## src/rtl/bm_uart_tx.sv

```systemverilog
// Bus-monitor UART transmitter.
// Buffers 32-bit monitor words in a FIFO and sends each one as a six-byte
// 8N1 packet on tx_bm: SYNC_BYTE, data[31:24], data[23:16], data[15:8],
// data[7:0], checksum (sum of the four data bytes mod 256).
// Words that arrive while the FIFO is full are dropped and counted in a
// saturating overflow counter. The monitor is never back-pressured.
//
// state | meaning
// ------+-----------------------------------------------------------
// IDLE  | line high, waiting for a buffered word and tx_en
// START | start bit (0) of the current byte, CLK_DIV cycles
// DATA  | data bits, LSB first, CLK_DIV cycles each
// STOP  | stop bit (1); then next byte, next packet, or back to IDLE
module bm_uart_tx #(
    parameter int         CLK_DIV    = 100,
    parameter int         FIFO_DEPTH = 16,
    parameter logic [7:0] SYNC_BYTE  = 8'hA5
) (
    input  logic        clk_sys,
    input  logic        rst,
    input  logic [31:0] bm_data,
    input  logic        bm_vld,
    input  logic        tx_en,
    output logic        tx_bm,
    output logic        busy,
    output logic [8:0]  fifo_lvl,
    output logic [7:0]  ovf_cnt
);

    localparam int          AW        = $clog2(FIFO_DEPTH);
    localparam logic [15:0] BAUD_LAST = 16'(CLK_DIV - 1);
    localparam logic [8:0]  LVL_FULL  = 9'(FIFO_DEPTH);

    typedef enum logic [1:0] {IDLE, START, DATA, STOP} state_t;

    state_t        state, state_nxt;
    logic [15:0]   baud_cnt, baud_nxt;
    logic [2:0]    bit_idx, bit_nxt;
    logic [2:0]    byte_idx, byte_nxt;
    logic          tx_q, tx_nxt;
    logic          busy_q, busy_nxt;
    logic [31:0]   word_q;
    logic [7:0]    csum_q;
    logic [7:0]    cur_byte;

    logic [31:0]   mem [FIFO_DEPTH];
    logic [AW-1:0] wr_ptr, rd_ptr;
    logic [31:0]   head;
    logic [7:0]    head_sum;
    logic          pop, push;
    logic          can_start;
    logic          baud_tc;

    assign head      = mem[rd_ptr];
    assign head_sum  = head[31:24] + head[23:16] + head[15:8] + head[7:0];
    assign can_start = (fifo_lvl != 9'd0) && tx_en;
    assign baud_tc   = (baud_cnt == BAUD_LAST);
    // A full FIFO still takes a word on the edge that frees a slot.
    assign push      = bm_vld && ((fifo_lvl < LVL_FULL) || pop);

    assign tx_bm = tx_q;
    assign busy  = busy_q;

    // FIFO storage; no reset so it can map onto distributed RAM.
    always_ff @(posedge clk_sys) begin
        if (push) begin
            mem[wr_ptr] <= bm_data;
        end
    end

    // FIFO pointers, occupancy and saturating drop counter.
    always_ff @(posedge clk_sys or posedge rst) begin
        if (rst) begin
            wr_ptr   <= '0;
            rd_ptr   <= '0;
            fifo_lvl <= 9'd0;
            ovf_cnt  <= 8'd0;
        end else begin
            if (push) begin
                wr_ptr <= wr_ptr + AW'(1);
            end
            if (pop) begin
                rd_ptr <= rd_ptr + AW'(1);
            end
            case ({push, pop})
                2'b10:   fifo_lvl <= fifo_lvl + 9'd1;
                2'b01:   fifo_lvl <= fifo_lvl - 9'd1;
                default: fifo_lvl <= fifo_lvl;
            endcase
            if (bm_vld && !push && (ovf_cnt != 8'hFF)) begin
                ovf_cnt <= ovf_cnt + 8'd1;
            end
        end
    end

    // Byte currently on the line, selected by packet position.
    always_comb begin
        cur_byte = SYNC_BYTE;
        case (byte_idx)
            3'd0:    cur_byte = SYNC_BYTE;
            3'd1:    cur_byte = word_q[31:24];
            3'd2:    cur_byte = word_q[23:16];
            3'd3:    cur_byte = word_q[15:8];
            3'd4:    cur_byte = word_q[7:0];
            3'd5:    cur_byte = csum_q;
            default: cur_byte = SYNC_BYTE;
        endcase
    end

    // FSM state register plus the counters and registered line output.
    always_ff @(posedge clk_sys or posedge rst) begin
        if (rst) begin
            state    <= IDLE;
            baud_cnt <= 16'd0;
            bit_idx  <= 3'd0;
            byte_idx <= 3'd0;
            tx_q     <= 1'b1;
            busy_q   <= 1'b0;
            word_q   <= 32'd0;
            csum_q   <= 8'd0;
        end else begin
            state    <= state_nxt;
            baud_cnt <= baud_nxt;
            bit_idx  <= bit_nxt;
            byte_idx <= byte_nxt;
            tx_q     <= tx_nxt;
            busy_q   <= busy_nxt;
            if (pop) begin
                word_q <= head;
                csum_q <= head_sum;
            end
        end
    end

    // Next-state, counter and line-level decode; tx_nxt is the level for
    // the bit that begins on the coming edge.
    always_comb begin
        state_nxt = state;
        baud_nxt  = baud_cnt;
        bit_nxt   = bit_idx;
        byte_nxt  = byte_idx;
        tx_nxt    = tx_q;
        busy_nxt  = busy_q;
        pop       = 1'b0;

        case (state)
            IDLE: begin
                baud_nxt = 16'd0;
                tx_nxt   = 1'b1;
                if (can_start) begin
                    pop       = 1'b1;
                    state_nxt = START;
                    byte_nxt  = 3'd0;
                    bit_nxt   = 3'd0;
                    tx_nxt    = 1'b0;
                    busy_nxt  = 1'b1;
                end
            end
            START: begin
                if (baud_tc) begin
                    baud_nxt  = 16'd0;
                    state_nxt = DATA;
                    bit_nxt   = 3'd0;
                    tx_nxt    = cur_byte[0];
                end else begin
                    baud_nxt = baud_cnt + 16'd1;
                end
            end
            DATA: begin
                if (baud_tc) begin
                    baud_nxt = 16'd0;
                    if (bit_idx == 3'd7) begin
                        state_nxt = STOP;
                        bit_nxt   = 3'd0;
                        tx_nxt    = 1'b1;
                    end else begin
                        bit_nxt = bit_idx + 3'd1;
                        tx_nxt  = cur_byte[bit_idx + 3'd1];
                    end
                end else begin
                    baud_nxt = baud_cnt + 16'd1;
                end
            end
            STOP: begin
                if (baud_tc) begin
                    baud_nxt = 16'd0;
                    if (byte_idx < 3'd5) begin
                        byte_nxt  = byte_idx + 3'd1;
                        state_nxt = START;
                        tx_nxt    = 1'b0;
                    end else if (can_start) begin
                        pop       = 1'b1;
                        byte_nxt  = 3'd0;
                        state_nxt = START;
                        tx_nxt    = 1'b0;
                    end else begin
                        byte_nxt  = 3'd0;
                        state_nxt = IDLE;
                        tx_nxt    = 1'b1;
                        busy_nxt  = 1'b0;
                    end
                end else begin
                    baud_nxt = baud_cnt + 16'd1;
                end
            end
            default: begin
                state_nxt = IDLE;
                tx_nxt    = 1'b1;
                busy_nxt  = 1'b0;
            end
        endcase
    end

endmodule

```

## config.mk

```make
export PLATFORM = sky130hd
export DESIGN_NAME = bm_uart_tx
export DESIGN_NICKNAME = d
export VERILOG_FILES = /design/src/rtl/bm_uart_tx.sv
export SDC_FILE = /design/constraint.sdc
export NUM_CORES = 1
export LEC_CHECK = 0
export ABC_AREA = 1
export CORE_MARGIN = 2
export CORE_UTILIZATION = 58
export CTS_BUF_LIST = sky130_fd_sc_hd__clkbuf_8
export DETAILED_ROUTE_END_ITERATION = 10
export PLACE_DENSITY = 0.79
export SYNTH_ARGS = -nofsm -noshare
export SYNTH_HDL_FRONTEND = slang
export SYNTH_SLANG_ARGS = --single-unit
```

## constraint.sdc

```tcl
create_clock -name clk_sys -period 3.6 [get_ports clk_sys]
set_input_delay 0.72 -clock clk_sys [delete_from_list [all_inputs] [get_ports clk_sys]]
set_output_delay 0.72 -clock clk_sys [all_outputs]
set_load 0.03 [all_outputs]
```

==> impl_metrics.toml, run 1 <==
[floorplanning]
num_rows = 77
core-area_mm2 = 0.0439
die_h_um = 214
fp.dieW_um = 214
dieArea_mm2 = 0.0459
io_pins = 55
initial_utilization = 0.584

[power_and_ir_drop]
netSwitchingPower_w = 0.00298
seqPwrFrac = 0.569
power_frac_comb = 0.031
p_leak_nw = 11.3
total_power_w = 0.0135
switching_share = 0.221
power.internal_w = 0.0105
ir_drop_v = 0.000346
power.share.clock = 0.400
power.density_mw_per_mm2 = 445

[timing]
finalSetupTns_ns = -0.855
fin_hold_ws_ns = 0.465
worst_pin_slew_ns = 0.696
post-route-period-util = 1.10
setup_slack_ns = -0.362
finClkSkew_ns = 0.0423
slew_headroom = 0.534
hold_viol = 0
fmax_mhz = 252
min_period_ns = 3.96
grt_setup_unrepaired = "true"
setup_viol = 4
maxSlewViolCount = 0

[worst_setup_path]
path_cells = "buf_12 > buf_16 > o21ai_0 > o221ai_1 > nand3_1 > nand2_2 > inv_2 > fa_1 > fa_1 > inv_1 > ha_4 > nand2_1 > o21ai_2 > nand2_1 > nand2_1 > nand2_1 > nand2_1 > nand3_1 > nand2_2 > nand3_1 > nand3_1 > nand2_1"
endpoint_kind = "flip-flop"
reg2reg_to = "csum_q[7]"
r2r-start = "rd_ptr[0]"
slowest_stage = "dfrtp_4"
required_ns = 4.17
arrival_ns = 4.53
rr_worst_depth = 22
criticalPathCategory = "reg -> reg"
crit_family = "adder cells"
crit_path_frequent_cell = "nand2_1"
reg2reg_slack_ns = -0.36
critPathMaxFanout = 12
worst_path_largest_cell_delay_ns = 0.55
critPathLaunchType = "flip-flop"
cp.depth = 22
critPathBufInv = 4

[placed_design]
dp_hpwl_um = 35600
port-buffer-count = 54
gp_congestion = 0.857

[yosys]
synth_edf_count = 512
async_flop_share = 0.151
syn_inst = 2130
synth-seq-cells = 603
synth_cell_types = 47
synth_fp_nets = 2217
avgSynthCellArea_um2 = 12.0
ys.flop_type = "edfxtp_1"
netlist_area_mm2 = 0.0256
yosysSeqAreaShare = 0.688
synth_warnings = 0

[clocking]
clock_path_buffers = 3
cts_tree = "done"
cts_sinks = 603
htree_levels = 3
cts.clk_slew.worst_paths_ns = 0.06
cts_hold_buf = 0
numCtsBuffers = 96
clock_latency_ns = 0.70
root_buffer = "clkbuf_8"

[global_route]
grt_start_max_net_pins = 47
grt_pass1_vias = 17600
overflow = 0
grt_usage = 0.277
grt_pass1_wl_um = 97700
antenna_found_initial = 2

[detailed_routing]
ant_nets = 0
routed_wl_um = 66400
vias = 18300
route.detailed.drc = 0
drt_iter0_drc = 2294
viasPerCell = 6.10
routedWlPerCell_um = 22.2
firstDrtPassIters = 8

[flow_run]
drv_cap = 0

[finish]
nets = 2412
drive_gt1_frac = 0.162
syn_to_final_growth_pct = 18.3

[min_path]
hold_class = "in -> async"

[outcome]
outcome = "complete, but fails checks"
failed_checks = "setup timing"
sequential cells by signal, summed over array words and instances (netlist names):
signal / cells
busy: 1
fifo_lvl: 9
bit_idx: 3
byte_idx: 3
wr_ptr: 4
mem: 512
tx_bm: 1
word_q: 32
baud_cnt: 16
csum_q: 8
rd_ptr: 4
state: 2
ovf_cnt: 8
placed cells by master (no fill, tap or decap), types with 21 or more instances in the layout:
cell             count
edfxtp_1           512
nor2_1             273
nand2_1            257
o21ai_0            221
inv_1              170
buf_4              103
clkbuf_8           100
nand3_1             96
dfrtp_1             87
o221ai_1            85
clkdlybuf4s50_1     54
o21ai_1             50
ha_1                32
o211ai_1            29
buf_12              29
o22ai_1             27
a21oi_1             21
power by group through the flow:
stage | registers (W) | logic, W | clock network [W]
2_1_floorplan | 0.00789 | 0.000111 | 0
3_3_place_gp | 0.00781 | 0.000403 | 0
3_5_place_dp | 0.00781 | 0.000418 | 0
4_1_cts | 0.00767 | 0.000420 | 0.00545
5_1_grt | 0.00768 | 0.000450 | 0.00574
6_report | 0.00767 | 0.000418 | 0.00540
layer usage:
layer,track usage,wire (um),vias up
li1,-,-,8032
met1,0.364,24600,8795
met2,0.443,32000,1213
met3,0.0496,6690,235
met4,0.155,3180,2
met5,0,17,-
area by class of cell:
type	instances	area, um^2
clock buffer	100	1380
clock inverter	75	404
multi-input combinational	1253	7100
inverter	158	616
antenna	1	2.50
tap	592	741
fill	2839	13600
timing repair buffer	213	2440
sequential	603	17700
kinds of logic (layout without fill, tap and decap cells):
kind of cell | count (synthesis) | after routing | share of synthesized area
xor+xnor | 26 | 26 | 0.00888
fa+ha+maj | 51 | 51 | 0.0293
simple gates | 703 | 703 | 0.115
flops | 603 | 603 | 0.688
compound gates | 473 | 473 | 0.111
other cells | 0 | 1 | 0
buf+inv | 274 | 546 | 0.0475
cells in the mapped netlist, types with 2 or more instances:
library cell	number	area share
o211ai_1	29	0.0085
nand3b_1	2	0.00059
nand2_2	5	0.0012
fa_1	15	0.012
xnor2_1	6	0.0020
ha_1	36	0.018
inv_4	2	0.00049
clkbuf_1	41	0.0060
dfrtp_1	90	0.088
o21ai_2	4	0.0014
o22ai_1	29	0.0071
o211ai_2	2	0.00098
nor2_1	294	0.043
nand3_2	6	0.0023
o31ai_1	2	0.00059
nor3_1	10	0.0020
buf_6	10	0.0044
o21ai_1	20	0.0039
buf_2	44	0.0086
inv_2	3	0.00044
xor2_1	20	0.0068
nand4_1	7	0.0017
nor3_2	3	0.0012
o21ai_0	264	0.052
nand3_1	96	0.019
a21oi_1	24	0.0047
buf_1	6	0.00088
nand2_1	266	0.039
edfxtp_1	512	0.60
o221ai_1	86	0.029
inv_1	152	0.022
a31oi_1	11	0.0027
buf_4	14	0.0041
nor3b_1	6	0.0018
per-stage QoR:
stage	setup slack [ns]	cells	utilization	instance area (um^2)
after floorplan	-0.112	2130	-	25700
after global placement	-0.238	2787	0.632	27800
after detailed placement	-0.317	2787	0.632	27800
after CTS	-0.255	2974	0.679	29800
after global routing	-0.566	2995	0.691	30300
final	-0.362	2995	0.691	30300
how the worst max path moves through the flow:
stage / startpoint / to / slack (ns)
5_1_grt: rd_ptr[0] / csum_q[7] / -0.57
3_5_place_dp: rd_ptr[0] / csum_q[7] / -0.32
3_3_place_gp: rd_ptr[0] / csum_q[7] / -0.24
4_1_cts: rd_ptr[0] / csum_q[7] / -0.25
6_report: rd_ptr[0] / csum_q[7] / -0.36
2_1_floorplan: rd_ptr[0] / csum_q[7] / -0.11
what timing repair did:
action | in CTS | in global routing
setup endpoints to repair | 4 | 5
gates cloned | 2 | 10
pin swaps | 19 | 28
buffers inserted | 11 | 10
gates resized for setup | 59 | 71
No activity file was read; power rests on OpenSTA's default activity.
==> run 2, diff against run 1 <==
--- a/config.mk
+++ b/config.mk
@@ -7,10 +7,10 @@
 export LEC_CHECK = 0
 export ABC_AREA = 1
 export CORE_MARGIN = 2
-export CORE_UTILIZATION = 58
+export CORE_UTILIZATION = 30
 export CTS_BUF_LIST = sky130_fd_sc_hd__clkbuf_8
 export DETAILED_ROUTE_END_ITERATION = 10
-export PLACE_DENSITY = 0.79
+export PLACE_DENSITY = 0.47
 export SYNTH_ARGS = -nofsm -noshare
 export SYNTH_HDL_FRONTEND = slang
 export SYNTH_SLANG_ARGS = --single-unit
==> run 2 against run 1 <==
Effect of this change: the flow still finishes with violations (setup timing); largest cell class unchanged; critical endpoint unchanged; power grew 2.1%; register-to-register slack gained 0.09 ns; wire length grew 11%.
==> impl_metrics.toml, run 2 (synthesis results as in run 1) <==
[outcome]
outcome = "complete, but fails checks"
failed_checks = "setup timing"

[worst_setup_path]
critPathLaunchType = "flip-flop"
endpoint_kind = "flip-flop"
rr_worst_depth = 23
slowest_stage = "dfrtp_4"
path_cells = "buf_6 > buf_12 > buf_4 > o21ai_2 > o22ai_2 > o211ai_1 > nand2_1 > inv_2 > fa_1 > fa_1 > inv_1 > ha_4 > nand2_1 > o21ai_2 > nand2_1 > nand2_1 > nand2_1 > nand2_1 > nand3_1 > nand2_1 > nand3_1 > nand3_1 > nand2_1"
worstSetupStartpoint = "rd_ptr[0]"
crit_end = "csum_q[7]"
crit_path_frequent_cell = "nand2_1"
worst_path_largest_cell_delay_ns = 0.53
reg2reg_slack_ns = -0.27
arrival_ns = 4.48
reg2reg_to = "csum_q[7]"
r2r-start = "rd_ptr[0]"
critPathMaxFanout = 15
required_ns = 4.20
criticalPathCategory = "reg -> reg"

[global_route]
grt_pass1_vias = 17300
grt_usage = 0.165
grt_start_max_net_pins = 57
antenna_found_initial = 3
grt_pass1_wl_um = 108000
overflow = 0

[placed_design]
port-buffer-count = 54
gp_congestion = 0.804
dp_hpwl_um = 42900
place_ws_ns = -0.417

[timing]
hold_viol = 0
setup_slack_ns = -0.272
finClkSkew_ns = 0.0325
setup_viol = 4
fmax_mhz = 258
finalSetupTns_ns = -0.423
slew_headroom = 0.449
worst_pin_slew_ns = 0.826
grt_setup_unrepaired = "true"
min_period_ns = 3.87
maxSlewViolCount = 0
post-route-period-util = 1.08

[power_and_ir_drop]
p_leak_nw = 11.5
power.density_mw_per_mm2 = 439
ir_drop_v = 0.000199

[detailed_routing]
drt_iter0_drc = 1159
routedWlPerCell_um = 20.5
routed_wl_um = 73400
viasPerCell = 4.80
route.detailed.drc = 0
firstDrtPassIters = 6
ant_nets = 0
vias = 17200

[clocking]
clock_path_buffers = 3
numCtsBuffers = 103
root_buffer = "clkbuf_8"
clock_latency_ns = 0.71
cts_hold_buf = 0
cts.clk_slew.worst_paths_ns = 0.06
cts_tree = "done"
htree_levels = 3
cts_sinks = 603

[floorplanning]
fp.dieW_um = 296
dieArea_mm2 = 0.0878
die_h_um = 296
core-area_mm2 = 0.0849
num_rows = 107
io_pins = 55
initial_utilization = 0.302

[finish]
largestRegisters = "mem (512), word_q (32), baud_cnt (16)"
nFillCells = 8348
final_util = 0.370
drive_gt1_frac = 0.180
syn_to_final_growth_pct = 22.4
layout_commonest_cell = "edfxtp_1"
nets = 2446
mostFrequentLayoutCells = "edfxtp_1, nor2_1, nand2_1, o21ai_0, inv_1"
largest_register_ffs = 512
top_register = "mem"

[flow_run]
drv_cap = 0

[min_path]
hold_class = "reg -> reg"
==> run 2: report_power, final <==
| group | internal (W) | switching [W] | total, W |
|---|---|---|---|
| Sequential | 0.00763 | 0.0000469 | 0.00767 |
| Clock | 0.00291 | 0.00276 | 0.00567 |
| Combinational | 0.000150 | 0.000279 | 0.000429 |
==> run 2: through the flow <==
stage	area [um^2]	std cells	total power (W)	hold slack, ns
floorplan	25700	2130	0.00800	0.433
global placement	28800	3374	0.00825	0.453
detailed placement	28800	3374	0.00826	0.464
CTS	30700	3562	0.0140	0.472
global route	31400	3585	0.0143	0.492
finish	31400	3586	0.0138	0.465
==> run 2: layer usage <==
metal	global-route usage	share of wire	up-vias
met2	0.280	0.49	375
li1	-	-	8096
met5	0	0.00060	-
met3	0.0314	0.045	104
met4	0.0499	0.023	6
met1	0.215	0.44	8625
==> run 2: layout make-up <==
cell class | instances | area [um^2] | area share
flip-flops and latches | 603 | 17700 | 0.563
multi-input cells | 1253 | 7110 | 0.227
repair buffers | 240 | 2690 | 0.0855
clock buffers | 108 | 1490 | 0.0474
well taps | 1144 | 1430 | 0.0456
inverters | 158 | 613 | 0.0195
clock inverters | 79 | 392 | 0.0125
diodes | 1 | 2.50 | 0.0000797
==> run 2: worst max-delay path: cells and delay by family, from the launching register on <==
kind | cells | cell delay, ns
adder cells (fa/ha/maj) | 3 | 1.23
AND/OR/NAND/NOR | 11 | 0.80
buffers and inverters | 5 | 0.63
AO/OA/AOI/OAI | 4 | 0.58
flip-flops | 1 | 0.53
==> run 2: worst min-delay path by stage <==
stage,end,depth (start not counted),startpoint,slack [ns]
after global routing,baud_cnt[0],1,baud_cnt[0],0.49
final,baud_cnt[0],1,baud_cnt[0],0.46
after global placement,baud_cnt[0],1,baud_cnt[0],0.45
after CTS,baud_cnt[0],1,baud_cnt[0],0.47
after detailed placement,baud_cnt[0],1,baud_cnt[0],0.46
after floorplan,baud_cnt[0],1,baud_cnt[0],0.43
==> run 2: what timing repair did <==
action / in CTS / in global routing
setup buffers: 0 / 12
setup endpoints to repair: 4 / 4
resized for setup: 20 / 129
cloned: 1 / 11
pin swaps: 3 / 54
